[src/rtl/pipe_pkg.sv]
// Shared types for the decode->execute stage: control bundle and skid-buffer state encodings.
package pipe_pkg;
  localparam int CTRL_W = 4;

  typedef struct packed {
    logic RegWrite;
    logic MemWrite;
    logic MemToReg;
    logic forward;
  } ctrl_t;

  // Encoded as {skidValid, outValid} so the handshake outputs fall straight out of the state.
  typedef enum logic [1:0] {
    EMPTY = 2'b00,
    FULL  = 2'b01,
    SKID  = 2'b11
  } state_t;
endpackage

[src/rtl/exec_stage_pipe_if.sv]
// Decode/execute stage bundle: valid/ready handshake plus control, ALU function, operands and addresses.
interface exec_stage_pipe_if #(
  parameter int DATA_W = 16,
  parameter int ADDR_W = 4,
  parameter int ALUF_W = 2
) ();
  import pipe_pkg::*;

  logic              valid;
  logic              ready;
  ctrl_t             ctrl;
  logic [ALUF_W-1:0] aluFunc;
  logic [DATA_W-1:0] srcData1;
  logic [DATA_W-1:0] srcData2;
  logic [ADDR_W-1:0] destAdd;
  logic [ADDR_W-1:0] forwardAdd;

  modport master (
    output valid, ctrl, aluFunc, srcData1, srcData2, destAdd, forwardAdd,
    input  ready
  );

  modport slave (
    input  valid, ctrl, aluFunc, srcData1, srcData2, destAdd, forwardAdd,
    output ready
  );
endinterface

[src/rtl/exec_stage_pipe_skid.sv]
// Two-entry skid buffer: latency 1, full throughput; inReady is registered (~skid) so
// out_ready never reaches in_ready combinationally. Flush empties both entries.
module skid_buf2 #(
  parameter int WIDTH = 8
) (
  input  logic             clk,
  input  logic             reset,
  input  logic             flush,
  input  logic             inValid,
  output logic             inReady,
  input  logic [WIDTH-1:0] inDat,
  output logic             outValid,
  input  logic             outReady,
  output logic [WIDTH-1:0] outDat
);
  import pipe_pkg::*;

  state_t           state;
  logic [WIDTH-1:0] skidDat;
  logic             take;
  logic             give;

  assign outValid = (state != EMPTY);
  assign inReady  = (state != SKID);
  assign take     = inValid & inReady;
  assign give     = outValid & outReady;

  // Payload registers are zeroed whenever their slot goes empty, so an invalid
  // output never exposes stale control bits.
  always_ff @(posedge clk or posedge reset) begin
    if (reset) begin
      state   <= EMPTY;
      outDat  <= '0;
      skidDat <= '0;
    end else if (flush) begin
      state   <= EMPTY;
      outDat  <= '0;
      skidDat <= '0;
    end else begin
      case (state)
        EMPTY: begin
          if (take) begin
            outDat <= inDat;
            state  <= FULL;
          end
        end
        FULL: begin
          if (take && give) begin
            outDat <= inDat;
          end else if (take) begin
            skidDat <= inDat;
            state   <= SKID;
          end else if (give) begin
            outDat <= '0;
            state  <= EMPTY;
          end
        end
        SKID: begin
          if (give) begin
            outDat  <= skidDat;
            skidDat <= '0;
            state   <= FULL;
          end
        end
        default: begin
          state   <= EMPTY;
          outDat  <= '0;
          skidDat <= '0;
        end
      endcase
    end
  end
endmodule

[src/rtl/exec_stage_pipe.sv]
// Decode->execute pipeline register with 2-entry skid buffer and saturating stall counter.
// Latency 1, one entry per clk; upstream stalls only once both entries are held.
module exec_stage_pipe #(
  parameter int DATA_W      = 16,
  parameter int ADDR_W      = 4,
  parameter int ALUF_W      = 2,
  parameter int STALL_CNT_W = 8
) (
  input  logic                   clk,
  input  logic                   reset,
  input  logic                   flush,
  exec_stage_pipe_if.slave       up,
  exec_stage_pipe_if.master      dn,
  output logic [STALL_CNT_W-1:0] stall_cnt
);
  import pipe_pkg::*;

  localparam int PAY_W = CTRL_W + ALUF_W + 2 * DATA_W + 2 * ADDR_W;
  localparam logic [STALL_CNT_W-1:0] CNT_ONE = {{(STALL_CNT_W-1){1'b0}}, 1'b1};

  logic [PAY_W-1:0] inPay;
  logic [PAY_W-1:0] outPay;

  assign inPay = {up.ctrl, up.aluFunc, up.srcData1, up.srcData2, up.destAdd, up.forwardAdd};
  assign {dn.ctrl, dn.aluFunc, dn.srcData1, dn.srcData2, dn.destAdd, dn.forwardAdd} = outPay;

  skid_buf2 #(.WIDTH(PAY_W)) uSkid (
    .clk      (clk),
    .reset    (reset),
    .flush    (flush),
    .inValid  (up.valid),
    .inReady  (up.ready),
    .inDat    (inPay),
    .outValid (dn.valid),
    .outReady (dn.ready),
    .outDat   (outPay)
  );

  // Performance counter: flush deliberately leaves it alone.
  always_ff @(posedge clk or posedge reset) begin
    if (reset) begin
      stall_cnt <= '0;
    end else if (dn.valid && !dn.ready && (stall_cnt != '1)) begin
      stall_cnt <= stall_cnt + CNT_ONE;
    end
  end
endmodule

[src/flat_wrapper.sv]
// flat-port wrapper written by rule: the top's interface ports become plain ports
module exec_stage_pipe_flat import pipe_pkg::*;
#(
  parameter int DATA_W      = 16,
  parameter int ADDR_W      = 4,
  parameter int ALUF_W      = 2,
  parameter int STALL_CNT_W = 8
)
  (clk, reset, flush, stall_cnt, up_valid, up_ctrl, up_aluFunc, up_srcData1, up_srcData2, up_destAdd, up_forwardAdd, up_ready, dn_valid, dn_ctrl, dn_aluFunc, dn_srcData1, dn_srcData2, dn_destAdd, dn_forwardAdd, dn_ready);
  exec_stage_pipe_if #(.DATA_W(DATA_W), .ADDR_W(ADDR_W), .ALUF_W(ALUF_W)) up_i ();
  exec_stage_pipe_if #(.DATA_W(DATA_W), .ADDR_W(ADDR_W), .ALUF_W(ALUF_W)) dn_i ();
  input  logic clk;
  input  logic reset;
  input  logic flush;
  output logic [STALL_CNT_W-1:0] stall_cnt;
  input wire logic [$bits(up_i.valid)-1:0] up_valid;
  input wire logic [$bits(up_i.ctrl)-1:0] up_ctrl;
  input wire logic [$bits(up_i.aluFunc)-1:0] up_aluFunc;
  input wire logic [$bits(up_i.srcData1)-1:0] up_srcData1;
  input wire logic [$bits(up_i.srcData2)-1:0] up_srcData2;
  input wire logic [$bits(up_i.destAdd)-1:0] up_destAdd;
  input wire logic [$bits(up_i.forwardAdd)-1:0] up_forwardAdd;
  output wire logic [$bits(up_i.ready)-1:0] up_ready;
  output wire logic [$bits(dn_i.valid)-1:0] dn_valid;
  output wire logic [$bits(dn_i.ctrl)-1:0] dn_ctrl;
  output wire logic [$bits(dn_i.aluFunc)-1:0] dn_aluFunc;
  output wire logic [$bits(dn_i.srcData1)-1:0] dn_srcData1;
  output wire logic [$bits(dn_i.srcData2)-1:0] dn_srcData2;
  output wire logic [$bits(dn_i.destAdd)-1:0] dn_destAdd;
  output wire logic [$bits(dn_i.forwardAdd)-1:0] dn_forwardAdd;
  input wire logic [$bits(dn_i.ready)-1:0] dn_ready;
  assign up_i.valid = up_valid;
  assign up_i.ctrl = up_ctrl;
  assign up_i.aluFunc = up_aluFunc;
  assign up_i.srcData1 = up_srcData1;
  assign up_i.srcData2 = up_srcData2;
  assign up_i.destAdd = up_destAdd;
  assign up_i.forwardAdd = up_forwardAdd;
  assign up_ready = up_i.ready;
  assign dn_valid = dn_i.valid;
  assign dn_ctrl = dn_i.ctrl;
  assign dn_aluFunc = dn_i.aluFunc;
  assign dn_srcData1 = dn_i.srcData1;
  assign dn_srcData2 = dn_i.srcData2;
  assign dn_destAdd = dn_i.destAdd;
  assign dn_forwardAdd = dn_i.forwardAdd;
  assign dn_i.ready = dn_ready;
  exec_stage_pipe #(.DATA_W(DATA_W), .ADDR_W(ADDR_W), .ALUF_W(ALUF_W), .STALL_CNT_W(STALL_CNT_W)) u_core (.clk(clk), .reset(reset), .flush(flush), .up(up_i), .dn(dn_i), .stall_cnt(stall_cnt));
endmodule
[config.mk]
export PLATFORM = sky130hd
export DESIGN_NAME = exec_stage_pipe_flat
export DESIGN_NICKNAME = d
export VERILOG_FILES = /design/src/rtl/pipe_pkg.sv /design/src/rtl/exec_stage_pipe_if.sv /design/src/rtl/exec_stage_pipe_skid.sv /design/src/rtl/exec_stage_pipe.sv /design/src/flat_wrapper.sv
export SDC_FILE = /design/constraint.sdc
export NUM_CORES = 1
export LEC_CHECK = 0
export CORE_MARGIN = 2
export CORE_UTILIZATION = 45
export DETAILED_ROUTE_END_ITERATION = 8
export PLACE_DENSITY = 0.75
export SKIP_CTS_REPAIR_TIMING = 1
export SLEW_MARGIN = 20
export SYNTH_ARGS = -nofsm -noshare
export SYNTH_HDL_FRONTEND = slang
export SYNTH_SLANG_ARGS = --single-unit
[constraint.sdc]
create_clock -name clk -period 3.1 [get_ports clk]
set_input_delay 0.62 -clock clk [delete_from_list [all_inputs] [get_ports clk]]
set_output_delay 0.62 -clock clk [all_outputs]
set_load 0.005 [all_outputs]
Word level (Yosys, flattened, before mapping):

Index checks and enable logic that the tools add are counted.

* flip-flop bits (word level): 102
* bits of input ports: 51
* output and inout bits: 56
* logic and storage cells: 45

* add/subtract/negate cells: 1
* eq/ne operators: 12
* multiplexer cells: 17
* bitwise gates (word level): 2
* reductions and logical operators: 9

Operator list (count)
* $mux W46: 8
* $pmux W46 S3: 2
* $mux W2: 6
* $ne A3 B3 Y1 const B: 4
* $ne A4 B4 Y1 const B: 3
* $reduce_and A4 Y1: 3
* $add A8 B1 Y8 const B: 1
* $ne A8 B8 Y1 const B: 1
* $pmux W2 S3: 1
* $ne A2 B2 Y1 const B: 2
* $logic_and A1 B1 Y1: 3
* $and A1 B1 Y1: 2
* $eq A2 B1 Y1 const B: 1
* $eq A2 B2 Y1 const B: 1
* $logic_not A2 Y1: 1
* $reduce_bool A2 Y1: 1
* $logic_not A1 Y1: 1

Logic depth before layout (Yosys ltp):

Gate-level depths: netlist of run 1.

* word-level depth: 7
* gate-level depth with buffers: 8
* depth with buffers taken out: 6

By module:

Synthesis of run 1 repeated with hierarchy kept, for this count alone.

* cell total of the unflattened synthesis: 418
* area, all modules: 4885.9 sq um

By module, submodules not included
* skid_buf2: times used 1, cells each 385, area an instance 4491.8 sq um, seq. area each 2352.3 sq um
* exec_stage_pipe: times used 1, cells each 33, area an instance 394.1 sq um, seq. area each 200.2 sq um

Least setup slack after synthesis of run 1:

OpenSTA, ideal clock, no wires.

* path type: register -> output
* start point: register u_core.uSkid.state[1]
* end point: output port up_ready
* data arrival time: 1.174 ns
* slack: 1.306 ns
* stages on the path, launching flop included: 5
* path buffers: 2
* path through: dfrtp_1 ha_1 clkbuf_1 buf_2 inv_1

* cells in the longest elaborated chain, start to end: 1

Ends and longest elaborated chain
* start: declaration: line exec_stage_pipe_skid.sv:18 `state_t state;`
* start signal: assignment: line exec_stage_pipe_skid.sv:32 `state <= EMPTY;`
* start signal: assignment: line exec_stage_pipe_skid.sv:36 `state <= EMPTY;`
* start signal: assignment: line exec_stage_pipe_skid.sv:44 `state <= FULL;`
* $ne A2 B2 Y1: line exec_stage_pipe_skid.sv:24 `assign inReady = (state != SKID);`
* end: declaration: line flat_wrapper.sv:23 `output wire logic [$bits(up_i.ready)-1:0] up_ready;`

Every way passes these cells.

Worst setup path in the final report of run 1:

Same ends and word-level chain as after synthesis.

==> flow_summary.yaml, run 1 <==
die:
  initial_utilization_pct: 46.3
  coreArea_um2: 10300
  die_y_um: 107
  die_w_um: 107
  io-pin-count: 107
  num_rows: 37
  die_area_um2: 11400
critical_path:
  path_cells: "ha_2, inv_1, clkdlybuf4s50_1"
  crit_fanout: 28
  critPathRequiredTime_ns: 2.48
  critPathKind: "reg -> out"
  cp_data_arrival_time_ns: 1.95
  critPathSlowestCell: "ha_2"
  worst_setup_path_end_kind: "primary output"
  start_kind: "register"
  cpPeakStageDelay_ns: 0.61
drt:
  drt-wirelength-per-cell_um: 17.0
  viasPerCell: 5.48
  routed_wl_um: 11300
  dr.pass1.iters: 4
  num_vias: 3630
  ant_nets: 0
  drc: 0
  drt_iter0_drc: 206
final_layout:
  drive_above_1_share_pct: 7.03
  area_growth_pct: 28.6
  fill_cells: 869
  multi_input_area_um2: 1810
  num_antenna_cells: 0
  fin_area_um2: 6130
  layout.nets: 578
  ff_latch_area_um2: 2550
placement:
  port-buffer-count: 106
  dp_slack_ns: 0.719
  place.gp.congestion: 0.799
  dpl_cell_area_um2: 5930
  hpwl_um: 7560
min_path:
  hold_path.class: "reg -> reg"
synthesis:
  synth_ff_type: "dfrtp_1"
  synth_edf_count: 0
  ys_seq_elements: 102
  yosys.area.top_type_share_pct: 53.6
  netlist_instances: 422
  seq_area_frac_synth_pct: 53.6
  synth.distinct_cells: 43
  synth_area_um2: 4760
  ys_warn_count: 0
  async_reset_ff_share_pct: 100
  synth.area.top_cells: "dfrtp_1 (54%), mux2i_1 (9.7%), o2bb2ai_1 (8.5%)"
  yosysTopAreaCell: "dfrtp_1"
  synth_area_per_cell_um2: 11.3
  syn-num-nets: 478
sta:
  hold_violations: 0
  worst_slack_ns: 0.531
  rsz0062_at_grt: "false"
  fin_skew_ns: 0.00937
  fmaxAchievable_mhz: 389
  slew_violations: 0
  tightest_slew_ns: 0.805
  finalSetupTns_ns: 0
  setup_viol: 0
  period_minus_slack_ns: 2.57
  fin_crit_sh_pct: 82.9
  slew_headroom_pct: 46.2
pwr:
  power.density_nw_per_um2: 719
  p_leak_nw: 2.63
  ir_drop_mv: 0.433
flow_run:
  timing.max_cap.violations: 0
grt:
  grt_pass1_wl_um: 18800
  grt_pass1_vias: 3761
  overflow: 0
  grt_max_degree: 40
  antenna_found_initial: 0
  track_usage_pct: 20.7
clock_network:
  clk_root_buffer_cell: "clkbuf_8"
  clockBufferDepth: 2
  tritoncts: "done"
  cts_sinks: 102
  cts.htree.levels: 3
  clk_pin_slew_worst_paths_ns: 0.10
  clock_latency_ns: 0.36
  cts_buffers: 9
run_status:
  outcome: "finished clean"
-- power breakdown --
| group | internal [mW] | total, mW | switching (mW) |
|---|---|---|---|
| logic | 0.855 | 1.70 | 0.845 |
| registers | 1.64 | 1.86 | 0.215 |
| clock network | 0.375 | 0.850 | 0.475 |
-- registers in the layout, indices dropped and copies added, names as in the netlist --
register and flops:
u_core.stall_cnt 8, u_core.uSkid.outDat 46, u_core.uSkid.skidDat 46, u_core.uSkid.state 2
-- worst max-delay path, delay by kind of cell, from the launching register on --
family     cells  cell delay [ns]
fa+ha+maj      1             0.61
buf+inv        2             0.58
flops          1             0.41
-- area by class of cell --
| class | instances | share of cell area, % |
|---|---|---|
| clock buffer | 9 | 2.02 |
| multi-input combinational | 238 | 29.5 |
| timing repair buffer | 117 | 19.5 |
| inverter | 54 | 3.37 |
| clock inverter | 6 | 1.14 |
| sequential | 102 | 41.7 |
| tap | 136 | 2.78 |
-- synthesized netlist by cell type, drive strengths merged (3+ instances only) --
master	count
inv	54
buf	26
mux2i	46
nand3	3
o21ai	4
a22oi	46
nand2b	4
o2bb2ai	46
nand2	52
dfrtp	102
a21oi	6
nor2	4
ha	5
-- cell usage in the layout, fill, tap and decap left out, types with 4 or more instances in the layout --
cell             instances
o2bb2ai_1               46
a22oi_1                 46
ha_1                     4
clkinvlp_4               4
buf_4                    7
mux2i_1                 46
inv_1                   53
dfrtp_1                102
nand2_1                 51
clkdlybuf4s50_1        106
buf_12                   4
a21oi_1                  5
clkbuf_8                 9
nor2_1                   4
-- path summary, 6_finish.rpt --
| kind | from | to | cells after the start | slack, ns |
|---|---|---|---|---|
| min | u_core.uSkid.outDat[30] | u_core.uSkid.outDat[30] | 1 | 0.50 |
| min in group asynchronous | reset | u_core.stall_cnt[6] | 2 | 0.74 |
| max | u_core.uSkid.state[1] | up_ready | 3 | 0.53 |
| min reg2reg | u_core.uSkid.outDat[30] | u_core.uSkid.outDat[30] | 1 | 0.50 |
| max in group asynchronous | reset | u_core.uSkid.outDat[6] | 3 | 1.67 |
| max reg2reg | u_core.uSkid.state[1] | u_core.uSkid.outDat[42] | 6 | 0.90 |
-- kinds of logic after synthesis --
kind of cell,synth area share (%)
adders and majority gates,1.31
muxes,10.1
AOI/OAI and AO/OA,18.4
xor gates and xnor gates,0.368
DFF,53.6
and+or+nand+nor,7.20
buffers and inverters,8.93
-- stage by stage --
step	cells	hold WS, ns	power, mW	util [%]
finish	662	0.498	4.41	59.6
global route	662	0.511	4.67	59.6
CTS	662	0.500	4.44	59.6
detailed placement	647	0.474	3.59	57.7
global placement	647	0.472	3.53	57.7
floorplan	422	0.479	2.87	-
-- routing by layer --
metal / track usage (%) / share of wire [%] / vias up
met5: 0 / 0 / -
met4: 5.75 / 0.79 / 0
met3: 4.07 / 5.7 / 7
met2: 33.1 / 49 / 113
met1: 29.0 / 45 / 1821
li1: - / - / 1689
No activity file was read; power rests on OpenSTA's default activity.
==> run 2, diff against run 1 <==
==> constraint.sdc (replaced) <==
create_clock -name clk -period 2.27 [get_ports clk]
set_input_delay 0.454 -clock clk [delete_from_list [all_inputs] [get_ports clk]]
set_output_delay 0.454 -clock clk [all_outputs]
set_load 0.005 [all_outputs]
==> run 2 against run 1 <==
Critical endpoint unchanged. Largest cell class unchanged. Flip-flop and latch count is the same. Total power grew 37%. Worst setup slack lost 0.42 ns.
==> flow_summary.yaml, run 2 (synthesis gave the netlist of run 1 again) <==
final_layout:
  fill_cells: 867
  area_growth_pct: 29.6
  ff_latch_area_um2: 2550
  layout_common_cells: "clkdlybuf4s50_1 (106), dfrtp_1 (102), inv_1 (52), nand2_1 (51)"
  final_cell_count_no_fill: 667
  num_antenna_cells: 0
  layout.nets: 582
  largestRegisters: "u_core.uSkid.outDat: 46 flops, u_core.uSkid.skidDat: 46 flops, u_core.stall_cnt: 8 flops"
  drive_above_1_share_pct: 7.53
  layout_commonest_cell: "clkdlybuf4s50_1"
  utilization_pct: 60.0
  multi_input_area_um2: 1820
sta:
  tightest_slew_ns: 0.408
  finalSetupTns_ns: 0
  slew_violations: 0
  fin_skew_ns: 0.00578
  slew_headroom_pct: 72.8
  rsz0062_at_grt: "false"
  period_minus_slack_ns: 2.16
  fmaxAchievable_mhz: 463
  setup_viol: 0
  hold_violations: 0
  fin_crit_sh_pct: 95.1
  worst_slack_ns: 0.112
drt:
  dr.pass1.iters: 4
  ant_nets: 0
  routed_wl_um: 11200
  num_vias: 3631
  viasPerCell: 5.44
  drt-wirelength-per-cell_um: 16.8
  drt_iter0_drc: 246
  drc: 0
critical_path:
  critPathLaunch: "u_core.uSkid.state[1]"
  critPathRequiredTime_ns: 1.82
  critPathKind: "reg -> out"
  r2r-start: "u_core.uSkid.state[1]"
  cp_data_arrival_time_ns: 1.70
  worst_setup_path_end_kind: "primary output"
  start_kind: "register"
  crit_fanout: 14
die:
  coreArea_um2: 10300
  num_rows: 37
  initial_utilization_pct: 46.3
  die_y_um: 107
  die_area_um2: 11400
  io-pin-count: 107
  die_w_um: 107
grt:
  grt_pass1_wl_um: 18400
  grt_pass1_vias: 3667
  grt_max_degree: 76
  antenna_found_initial: 0
  overflow: 0
  track_usage_pct: 20.3
flow_run:
  timing.max_cap.violations: 0
pwr:
  ir_drop_mv: 0.628
  p_leak_nw: 2.66
  power_mw: 6.06
  power.density_nw_per_um2: 982
placement:
  dp_slack_ns: 0.116
  dp_cells: 651
  port-buffer-count: 106
  hpwl_um: 7390
  place.gp.congestion: 0.810
run_status:
  outcome: "finished clean"
clock_network:
  cts_sinks: 102
  clockBufferDepth: 2
  tritoncts: "done"
  clk_root_buffer_cell: "clkbuf_8"
  cts.htree.levels: 3
  cts_buffers: 9
  clock_latency_ns: 0.36
  clk_pin_slew_worst_paths_ns: 0.09
min_path:
  hold_path.class: "in -> async"
[run 2: layout make-up]
class                           count  share of cell area, %
Sequential cell                   102                   41.4
Multi-Input combinational cell    238                   29.5
Timing Repair Buffer              121                   20.0
Inverter                           54                   3.35
Tap cell                          136                   2.76
Clock buffer                       13                   2.25
Clock inverter                      3                  0.710
[run 2: power breakdown]
group | total, mW | internal, mW | switching, mW
combinational | 2.38 | 1.22 | 1.16
sequential | 2.54 | 2.24 | 0.302
clock | 1.13 | 0.516 | 0.616
[run 2: final timing paths]
kind	to	slack, ns	cells past startpoint
worst max-delay path	up_ready	0.11	3
worst min-delay path	u_core.uSkid.skidDat[0]	0.38	2
worst max register to register	u_core.uSkid.skidDat[13]	0.40	6
worst min register to register	u_core.uSkid.outDat[24]	0.49	1
max in group asynchronous	u_core.uSkid.skidDat[2]	1.24	3
min in group clk	u_core.uSkid.outDat[24]	0.49	1
[run 2: through the flow]
stage / instance area, µm² / hold slack [ns]
2_1_floorplan: 4770 / 0.479
3_3_place_gp: 5970 / 0.470
3_5_place_dp: 5970 / 0.473
4_1_cts: 6160 / 0.377
5_1_grt: 6170 / 0.415
6_report: 6170 / 0.375
[run 2: critical path: stages (launching register included)]
cell and delay (ns):
dfrtp_1 0.41, ha_2 0.37, inv_1 0.06, clkdlybuf4s50_1 0.50
[run 2: per-layer routing]
metal	part of all wire [%]	routed length, µm	global-route usage, %
met2	46	5170	31.5
met5	0	0	0
met4	1.6	182	7.33
met3	5.1	567	3.59
met1	47	5270	28.9
==> run 3, diff against run 2 <==
--- a/config.mk
+++ b/config.mk
@@ -7,6 +7,7 @@
 export LEC_CHECK = 0
 export CORE_MARGIN = 2
 export CORE_UTILIZATION = 45
+export CTS_CLUSTER_DIAMETER = 120
 export DETAILED_ROUTE_END_ITERATION = 8
 export PLACE_DENSITY = 0.75
 export SKIP_CTS_REPAIR_TIMING = 1
==> results of run 3 <==
The final DEF is identical to that of run 2; final timing and power are the same.
